**src/rtl/loader_pkg.sv**
```systemverilog
// Shared types and constants for the serial program loader.
package loader_pkg;

  localparam logic [7:0] SyncByteDefault = 8'hA5;
  localparam int unsigned ByteW  = 8;
  localparam int unsigned WordW  = 16;
  // Word count spans 1..256, so one bit wider than the count byte.
  localparam int unsigned CountW = 9;

  typedef enum logic [3:0] {
    StIdle,
    StSync,
    StCount,
    StHi,
    StLo,
    StWrite,
    StCheck,
    StDone,
    StError
  } load_state_e;

  typedef enum logic [1:0] {
    RxIdle,
    RxStart,
    RxData,
    RxStop
  } rx_state_e;

endpackage

```
**src/rtl/uart_rx_byte.sv**
```systemverilog
// 8N1 UART receiver: synchronizer, mid-bit sampling, one-cycle byte strobe.
module uart_rx_byte
  import loader_pkg::*;
#(
  parameter int unsigned CLKS_PER_BIT = 16
) (
  input  logic             clk,
  input  logic             reset,
  input  logic             rx,
  output logic             byte_valid,
  output logic [ByteW-1:0] byte_data,
  output logic             frame_err
);

  localparam int unsigned CntW = $clog2(CLKS_PER_BIT);

  logic             rx_meta_q, rx_sync_q, rx_prev_q;
  rx_state_e        state_q, state_d;
  logic [CntW-1:0]  cnt_q, cnt_d;
  logic [2:0]       bit_q, bit_d;
  logic [ByteW-1:0] shift_q, shift_d;
  logic             valid_q, valid_d;
  logic             ferr_q, ferr_d;

  always_ff @(posedge clk) begin
    if (reset) begin
      rx_meta_q <= 1'b1;
      rx_sync_q <= 1'b1;
      rx_prev_q <= 1'b1;
      state_q   <= RxIdle;
      cnt_q     <= '0;
      bit_q     <= '0;
      shift_q   <= '0;
      valid_q   <= 1'b0;
      ferr_q    <= 1'b0;
    end else begin
      rx_meta_q <= rx;
      rx_sync_q <= rx_meta_q;
      rx_prev_q <= rx_sync_q;
      state_q   <= state_d;
      cnt_q     <= cnt_d;
      bit_q     <= bit_d;
      shift_q   <= shift_d;
      valid_q   <= valid_d;
      ferr_q    <= ferr_d;
    end
  end

  always_comb begin
    state_d = state_q;
    cnt_d   = cnt_q + CntW'(1);
    bit_d   = bit_q;
    shift_d = shift_q;
    valid_d = 1'b0;
    ferr_d  = 1'b0;
    unique case (state_q)
      RxIdle: begin
        cnt_d = '0;
        if (rx_prev_q && !rx_sync_q) state_d = RxStart;
      end
      RxStart: begin
        if (cnt_q == CntW'(CLKS_PER_BIT / 2 - 1)) begin
          cnt_d   = '0;
          bit_d   = '0;
          // A start bit that is high again at mid-bit was only a glitch.
          state_d = rx_sync_q ? RxIdle : RxData;
        end
      end
      RxData: begin
        if (cnt_q == CntW'(CLKS_PER_BIT - 1)) begin
          cnt_d   = '0;
          shift_d = {rx_sync_q, shift_q[ByteW-1:1]};
          bit_d   = bit_q + 3'd1;
          if (bit_q == 3'd7) state_d = RxStop;
        end
      end
      RxStop: begin
        if (cnt_q == CntW'(CLKS_PER_BIT - 1)) begin
          cnt_d   = '0;
          valid_d = 1'b1;
          ferr_d  = ~rx_sync_q;
          state_d = RxIdle;
        end
      end
      default: state_d = RxIdle;
    endcase
  end

  assign byte_valid = valid_q;
  assign byte_data  = shift_q;
  assign frame_err  = ferr_q;

endmodule

```
**src/rtl/cpu_prog_loader.sv**
```systemverilog
// Serial program loader: frames UART bytes into 16-bit words, writes imem, gates the CPU.
module cpu_prog_loader
  import loader_pkg::*;
#(
  parameter int unsigned CLKS_PER_BIT = 16,
  parameter int unsigned ADDR_W       = 8,
  parameter logic [7:0]  SYNC_BYTE    = SyncByteDefault
) (
  input  logic              clk,
  input  logic              reset,
  input  logic              rx,
  input  logic              load_en,
  output logic              imem_we,
  output logic [ADDR_W-1:0] imem_addr,
  output logic [WordW-1:0]  imem_wdata,
  output logic              cpu_hold,
  output logic              done,
  output logic              load_err
);

  logic             byte_valid, frame_err;
  logic [ByteW-1:0] byte_data;

  uart_rx_byte #(
    .CLKS_PER_BIT(CLKS_PER_BIT)
  ) u_rx (
    .clk       (clk),
    .reset     (reset),
    .rx        (rx),
    .byte_valid(byte_valid),
    .byte_data (byte_data),
    .frame_err (frame_err)
  );

  load_state_e       state_q, state_d;
  logic [CountW-1:0] words_q, words_d;
  logic [ByteW-1:0]  hi_q, hi_d, lo_q, lo_d, csum_q, csum_d;
  logic              we_q, we_d;
  logic [ADDR_W-1:0] addr_q, addr_d;
  logic [WordW-1:0]  wdata_q, wdata_d;
  logic              hold_q, hold_d, done_q, done_d, err_q, err_d;
  logic              in_frame;

  always_ff @(posedge clk) begin
    if (reset) begin
      state_q <= StIdle;
      words_q <= '0;
      hi_q    <= '0;
      lo_q    <= '0;
      csum_q  <= '0;
      we_q    <= 1'b0;
      addr_q  <= '0;
      wdata_q <= '0;
      hold_q  <= 1'b0;
      done_q  <= 1'b0;
      err_q   <= 1'b0;
    end else begin
      state_q <= state_d;
      words_q <= words_d;
      hi_q    <= hi_d;
      lo_q    <= lo_d;
      csum_q  <= csum_d;
      we_q    <= we_d;
      addr_q  <= addr_d;
      wdata_q <= wdata_d;
      hold_q  <= hold_d;
      done_q  <= done_d;
      err_q   <= err_d;
    end
  end

  assign in_frame = (state_q == StCount) || (state_q == StHi) || (state_q == StLo) ||
                    (state_q == StWrite) || (state_q == StCheck);

  always_comb begin
    state_d = state_q;
    words_d = words_q;
    hi_d    = hi_q;
    lo_d    = lo_q;
    csum_d  = csum_q;
    we_d    = 1'b0;
    wdata_d = wdata_q;
    hold_d  = hold_q;
    done_d  = done_q;
    err_d   = err_q;
    // Address advances the cycle after the strobe so it is stable during the write.
    addr_d  = we_q ? addr_q + ADDR_W'(1) : addr_q;

    if (in_frame && !load_en) begin
      state_d = StIdle;
      err_d   = 1'b1;
      hold_d  = 1'b0;
    end else if (in_frame && byte_valid && frame_err) begin
      state_d = StError;
      err_d   = 1'b1;
    end else begin
      unique case (state_q)
        StIdle: if (load_en) state_d = StSync;
        StSync: begin
          if (!load_en) begin
            state_d = StIdle;
          end else if (byte_valid && !frame_err && byte_data == SYNC_BYTE) begin
            state_d = StCount;
            hold_d  = 1'b1;
            done_d  = 1'b0;
            err_d   = 1'b0;
            addr_d  = '0;
            csum_d  = '0;
          end
        end
        StCount: begin
          if (byte_valid) begin
            words_d = (byte_data == '0) ? CountW'(256) : {1'b0, byte_data};
            state_d = StHi;
          end
        end
        StHi: begin
          if (byte_valid) begin
            hi_d    = byte_data;
            csum_d  = csum_q ^ byte_data;
            state_d = StLo;
          end
        end
        StLo: begin
          if (byte_valid) begin
            lo_d    = byte_data;
            csum_d  = csum_q ^ byte_data;
            state_d = StWrite;
          end
        end
        StWrite: begin
          we_d    = 1'b1;
          wdata_d = {hi_q, lo_q};
          if (words_q > CountW'(1)) begin
            words_d = words_q - CountW'(1);
            state_d = StHi;
          end else begin
            state_d = StCheck;
          end
        end
        StCheck: begin
          if (byte_valid) begin
            if (byte_data == csum_q) begin
              state_d = StDone;
              done_d  = 1'b1;
              hold_d  = 1'b0;
            end else begin
              state_d = StError;
              err_d   = 1'b1;
            end
          end
        end
        StDone: if (!load_en) state_d = StIdle;
        StError: begin
          if (!load_en) begin
            state_d = StIdle;
            hold_d  = 1'b0;
          end
        end
        default: state_d = StIdle;
      endcase
    end
  end

  assign imem_we    = we_q;
  assign imem_addr  = addr_q;
  assign imem_wdata = wdata_q;
  assign cpu_hold   = hold_q;
  assign done       = done_q;
  assign load_err   = err_q;

endmodule

```
**config.mk**
```make
export PLATFORM = sky130hd
export DESIGN_NAME = cpu_prog_loader
export DESIGN_NICKNAME = d
export VERILOG_FILES = /design/src/rtl/loader_pkg.sv /design/src/rtl/uart_rx_byte.sv /design/src/rtl/cpu_prog_loader.sv
export SDC_FILE = /design/constraint.sdc
export NUM_CORES = 1
export LEC_CHECK = 0
export CAP_MARGIN = 40
export CORE_ASPECT_RATIO = 0.8
export CORE_MARGIN = 2
export CORE_UTILIZATION = 58
export DETAILED_ROUTE_END_ITERATION = 10
export HOLD_SLACK_MARGIN = 0.03
export PLACE_DENSITY = 0.84
export SLEW_MARGIN = 30
export SYNTH_ARGS = -nofsm -noshare
export SYNTH_HDL_FRONTEND = slang
export SYNTH_SLANG_ARGS = --single-unit
export TNS_END_PERCENT = 10
```
**constraint.sdc**
```tcl
create_clock -name clk -period 2.9 [get_ports clk]
set_clock_uncertainty 0.1 [all_clocks]
set_input_delay 0.58 -clock clk [delete_from_list [all_inputs] [get_ports clk]]
set_output_delay 0.58 -clock clk [all_outputs]
set_load 0.01 [all_outputs]
```
Yosys cells after proc, flatten, opt, wreduce, memory -nomap -nowiden
Cells that the tools add are included.

word-level totals
  register bits = 87
  input port bits = 4
  output and inout port bits = 28
  logic and storage cells = 176

operators by class
  add/subtract/negate cells = 4
  magnitude comparators = 1
  eq/ne operators = 45
  multiplexer cells = 57
  bitwise logic cells = 6
  reduce and logical (&&, ||, !) cells = 42

operators with widths
  kind                                                                              count
  8-bit two-way mux                                                                 9
  4-bit two-way mux                                                                 12
  4-bit case mux with 8 select lines                                                1
  7-bit AND reduction                                                               4
  9-bit two-way mux                                                                 3
  2-bit by 1-bit != test with 1-bit output (second input constant)                  12
  4-bit by 3-bit == test with 1-bit output (second input constant)                  5
  9-bit case mux with 2 select lines                                                1
  4-bit != test (second input constant)                                             4
  8-bit case mux with 2 select lines                                                1
  1-bit two-way mux                                                                 15
  5-bit AND reduction                                                               3
  2-bit two-way mux                                                                 6
  3-bit by 1-bit != test with 1-bit output (second input constant)                  4
  4-bit case mux with 3 select lines                                                1
  2-bit != test (second input constant)                                             5
  2-bit OR reduction                                                                5
  9-bit by 1-bit greater-than comparator with 1-bit output (second input constant)  1
  3-bit two-way mux                                                                 3
  9-bit by 1-bit subtractor with 9-bit output (second input constant)               1
  8-bit by 1-bit adder with 8-bit output (second input constant)                    1
  4-bit by 2-bit == test with 1-bit output (second input constant)                  2
  4-bit == test (second input constant)                                             2
  8-bit == test                                                                     1
  other kinds (30)                                                                  53

Longest topological paths before layout
  depth in word-level cells = 9
  mapped depth = 9

Hierarchy
Synthesis repeated with hierarchy kept, for this count alone.

unflattened totals
  cell total of the unflattened synthesis = 484
  area total of the unflattened synthesis = 4176.5 sq um

modules (own cells, without submodules)
  module           instances  cells an instance  area an instance (sq um)  seq. area each (sq um)
  cpu_prog_loader  1          386                3269.4                    1301.2
  uart_rx_byte     1          98                 907.1                     440.4

Worst setup path after synthesis
No wires, ideal clock.

  path kind = register to register
  start = register u_rx.shift_q[1], in the netlist u_rx.byte_data[1]
  end = register hold_q, in the netlist cpu_hold
  arrival time = 1.819 ns
  required time = 2.668 ns
  slack = 0.849 ns
  stages on the path, launching flop included = 8
  path buffers = 1
  cells stage by stage = dfxtp_1 buf_6 or4_4 nor3_4 nor2_2 o41a_1 o21ai_1 a21oi_1

between the ends
  longest elaborated chain between the ends = 4
  elaborated cells between the ends (all ways) = 6
  those cells by class = 4 x eq/ne; 2 x reduce/logical

ends and longest elaborated chain
  element                                   line                    RTL
  start: declaration                        uart_rx_byte.sv:21      logic [ByteW-1:0] shift_q, shift_d;
  start signal: assignment                  uart_rx_byte.sv:43      shift_q <= shift_d;
  8-bit == test                             cpu_prog_loader.sv:102  end else if (byte_valid && !frame_err && byte_data == SYNC_BYTE) begin
  1-bit logical AND                         cpu_prog_loader.sv:102
  2-bit != test (no source line)            -
  7-bit AND reduction (no source line) (*)  -
  end signal: assignment                    cpu_prog_loader.sv:66   hold_q <= hold_d;
  end: declaration                          cpu_prog_loader.sv:41   logic hold_q, hold_d, done_q, done_d, err_q, err_d;

Every way passes the cells marked *; elsewhere a longest branch is shown, timed or not.
A chain may end at the register's enable or synchronous reset.

Final worst setup path
  start = register state_q[0]
  end = register csum_q[4]

between the ends
  longest elaborated chain between the ends = 9
  elaborated cells between the ends (all ways) = 22
  those cells by class = 9 x eq/ne; 1 x mux; 2 x bitwise; 10 x reduce/logical

ends and longest elaborated chain
  element                                                      line                                          RTL
  start: declaration                                           cpu_prog_loader.sv:35                         load_state_e state_q, state_d;
  start signal: assignment                                     cpu_prog_loader.sv:46                         state_q <= StIdle;
  start signal: assignment                                     cpu_prog_loader.sv:58                         state_q <= state_d;
  4-bit by 2-bit == test with 1-bit output (on tied branches)  cpu_prog_loader.sv:72, cpu_prog_loader.sv:97
  1-bit logical OR (3 in a row)                                cpu_prog_loader.sv:72                         assign in_frame = (state_q == StCount) || (state_q == StHi) || (state_q == StLo) ||
  1-bit logical OR                                             cpu_prog_loader.sv:73                         (state_q == StWrite) || (state_q == StCheck);
  1-bit logical AND (2 in a row)                               cpu_prog_loader.sv:93                         end else if (in_frame && byte_valid && frame_err) begin
  1-bit NOT (no source line)                                   -
  6-bit AND reduction (no source line)                         -
  end signal: assignment                                       cpu_prog_loader.sv:62                         csum_q <= csum_d;
  end: declaration                                             cpu_prog_loader.sv:37                         logic [ByteW-1:0] hi_q, hi_d, lo_q, lo_d, csum_q, csum_d;

Parallel ways exist; a longest one is shown, timed or not.

==> run_results.csv <==
group,metric,value,unit
outcome,status,"finished clean",
detailed_routing,wl,9.258,mm
cts,cts_root_buffer,"clkbuf_8",
cts,cts_num_sinks,87,
global_route,track_usage,0.2492,
detailed_routing,drt_pass1_iterations,6,
timing,final-hold-violation-count,0,
setup_path,cp.required,3.09,ns
synthesis,yosys_warnings,0,
floorplan,rows,27,
detailed_routing,wl_met2,4.408,mm
global_route,grt_pass1_vias,3389,
floorplan,dieWidth,98.86,µm
detailed_routing,ant_nets,0,
job,cap_violations,0,
min_path,min_to,"u_rx.rx_sync_q",
cts,cts_buffer_depth,2,
setup_path,reg2reg_from,"state_q[0]",
cts,ctsHoldBuffers,0,
finish,final_cell_area,0.004674,mm²
finish,syn_to_final_growth,11.96,%
timing,holdWs,0.3215,ns
floorplan,initial_core_util,0.6029,
placed_design,dp_slack,0.1869,ns
synthesis,synth_top_area_share,0.4171,
floorplan,core,0.006925,mm²
power,power,2.525,mW
setup_path,critical_path_arrival,2.57,ns
timing,worst_slack,0.5201,ns
detailed_routing,top_layer,"met4",
placed_design,place_area,0.004472,mm²
detailed_routing,met3_length,529,µm
synthesis,synth_top_cells_by_count,"87 x dfxtp_1, 80 x nand2_1, 58 x nor2_1",
placed_design,port_buffers,31,
global_route,grt_first_pass_wirelength,15.85,mm
finish,nets,541,
synthesis,synth_most_common_cell,"dfxtp_1",
cts,cts_tree,"built",
timing,period_share,0.8207,
detailed_routing,routedLengthMet1,4.227,mm
synthesis,synth_area_per_cell,8.219,µm²
detailed_routing,avgRoutedWirePerCell,14.96,µm
synthesis,yosysTopAreaCell,"dfxtp_1",
synthesis,async_reset_ff_frac,0,
timing,slew_violations,0,
timing,fmax,0.4202,GHz
finish,fill_cells,540,
timing,tightest_slew,0.7759,ns
synthesis,synth_cells,508,
power,p_leak,1.702,nW
synthesis,synth_edf_count,0,
setup_path,worst_setup_path_end_kind,"flop",
cts,postCtsResizedCells,0,
setup_path,cp-start-kind,"flop",
global_route,grt_antenna_before_repair,0,
timing,period_minus_slack,2.380,ns
global_route,grt_max_degree,41,
synthesis,ys.flop_type,"dfxtp_1",
cts,numCtsBuffers,9,
synthesis,synth-seq-cells,87,
setup_path,crit_type,"reg -> reg",
floorplan,die_h,79.89,µm
global_route,grt_overflow,0,
min_path,min-delay-start,"u_rx.rx_meta_q",
setup_path,rrSetupSlack,0.52,ns
floorplan,pin_count,32,
cts,insertion_delay,0.37,ns
synthesis,ys_types,60,
setup_path,worst-path-max-fanout,14,
detailed_routing,first_iter_violations,150,
power,ir_worst_vdd,0.3014,mV
cts,cts_setup_buffers,0,
setup_path,r2r_cells,6,
synthesis,ys_seq_area_frac,0.4171,
finish,diodes,0,
detailed_routing,drc,0,
finish,drive_gt1_frac,0.07895,
synthesis,synthTopCellsByArea,"dfxtp_1 42%, nand2_1 7.2%, a21oi_1 6.4%",
power,power.density,540.2,mW/mm²
synthesis,syn_nets,522,
placed_design,dp_hpwl,6.303,mm
placed_design,dp.cells,603,
finish,finalNonFillerCells,619,
min_path,hold_depth,1,
floorplan,dieArea,0.007897,mm²
timing,setup_tns,0,ns
cts,path_clk_slew,0.08,ns
detailed_routing,routed-via-count,3616,
finish,seqCellArea,0.001742,mm²
synthesis,syn_area,0.004175,mm²
min_path,hold_path.class,"reg -> reg",
detailed_routing,viasPerCell,5.842,
finish,multiInputGateArea,0.002203,mm²
cts,h-tree-depth,3,
timing,setup_viol,0,
finish,final_util,0.6750,
setup_path,timing.rr.end,"csum_q[4]",
placed_design,routabilityCongestion,0.9053,
timing,relSlewSlack,0.4827,
timing,rsz0062_at_grt,"no",
==> critical path, stage by stage, from the launching register on <==
cell,delay [ns]
dfxtp_1,0.56
nor2b_1,0.47
nand2_1,0.22
o21ba_2,0.28
o21ai_1,0.30
o21ai_0,0.20
a21oi_1,0.17
==> cells by family (layout without fill, tap and decap cells) <==
logic type               after synthesis  in the layout  share of synthesized area
AND/OR/NAND/NOR                      220            220                     0.2631
AO/OA/AOI/OAI                        112            112                     0.1558
flip-flops                            87             87                     0.4171
buffers and inverters                 44             68                    0.05514
multiplexers                          18             18                    0.04315
XOR/XNOR                              17             17                    0.03566
adder cells (fa/ha/maj)               10             10                    0.02997
==> power by group <==
group          switching (mW)  internal [mW]  total [mW]
Sequential             0.0442           1.22        1.26
Combinational           0.247          0.145       0.392
Clock                   0.459          0.412       0.871
Total                   0.751           1.77        2.52
==> sequential cells by signal, summed over array words and instances (netlist names), named ones only <==
name and cells:
lo_q 8, u_rx.byte_data 8, words_q 9, done 1, u_rx.state_q 1, cpu_hold 1, u_rx.byte_valid 1, imem_wdata 16
u_rx.bit_q 3, csum_q 8, load_err 1, hi_q 8, state_q 4, imem_we 1, u_rx.rx_prev_q 1, imem_addr 8
u_rx.cnt_q 4, u_rx.rx_meta_q 1, u_rx.frame_err 1, u_rx.rx_sync_q 1
==> worst max path at each step <==
stage / slack (ns) / startpoint / cells past startpoint / to
after floorplan: 0.85 / u_rx.byte_data[1] / 7 / cpu_hold
after global placement: 0.31 / load_en / 7 / csum_q[0]
after detailed placement: 0.19 / load_en / 7 / csum_q[1]
after CTS: 0.55 / load_en / 7 / csum_q[4]
after global routing: 0.35 / state_q[0] / 6 / csum_q[4]
final: 0.52 / state_q[0] / 6 / csum_q[4]
==> cells in the final DEF, fill, tap and decap left out, types with 4 or more instances in the layout <==
cell	synthesis	routed
nor4_1	6	6
clkdlybuf4s50_1	0	30
nand2b_1	4	4
nand3_1	10	10
o22ai_1	5	5
or3_1	5	5
a31oi_1	5	5
a21oi_1	53	53
nor3_1	10	10
buf_4	4	9
xor2_1	13	13
ha_1	10	10
clkbuf_8	0	9
nand4b_1	8	8
nor2_1	58	58
nor2b_1	7	7
inv_1	12	12
nand2_1	80	80
xnor2_1	4	4
o21ai_0	26	26
mux2i_1	18	18
nand4_1	8	8
dfxtp_1	87	87
==> routing by layer <==
layer / global-route usage / up-vias
met1: 0.3293 / 1691
met2: 0.4061 / 118
met5: 0 / -
met4: 0.06301 / 0
li1: - / 1796
met3: 0.06830 / 11
==> layout make-up <==
type | count | share of cell area
clock buffer | 10 | 0.02730
clock inverter | 6 | 0.01606
inverter | 12 | 0.009636
multi-input combinational | 377 | 0.4714
sequential | 87 | 0.3726
tap | 87 | 0.02329
timing repair buffer | 40 | 0.07976
Power figures use the tool's default switching activity.
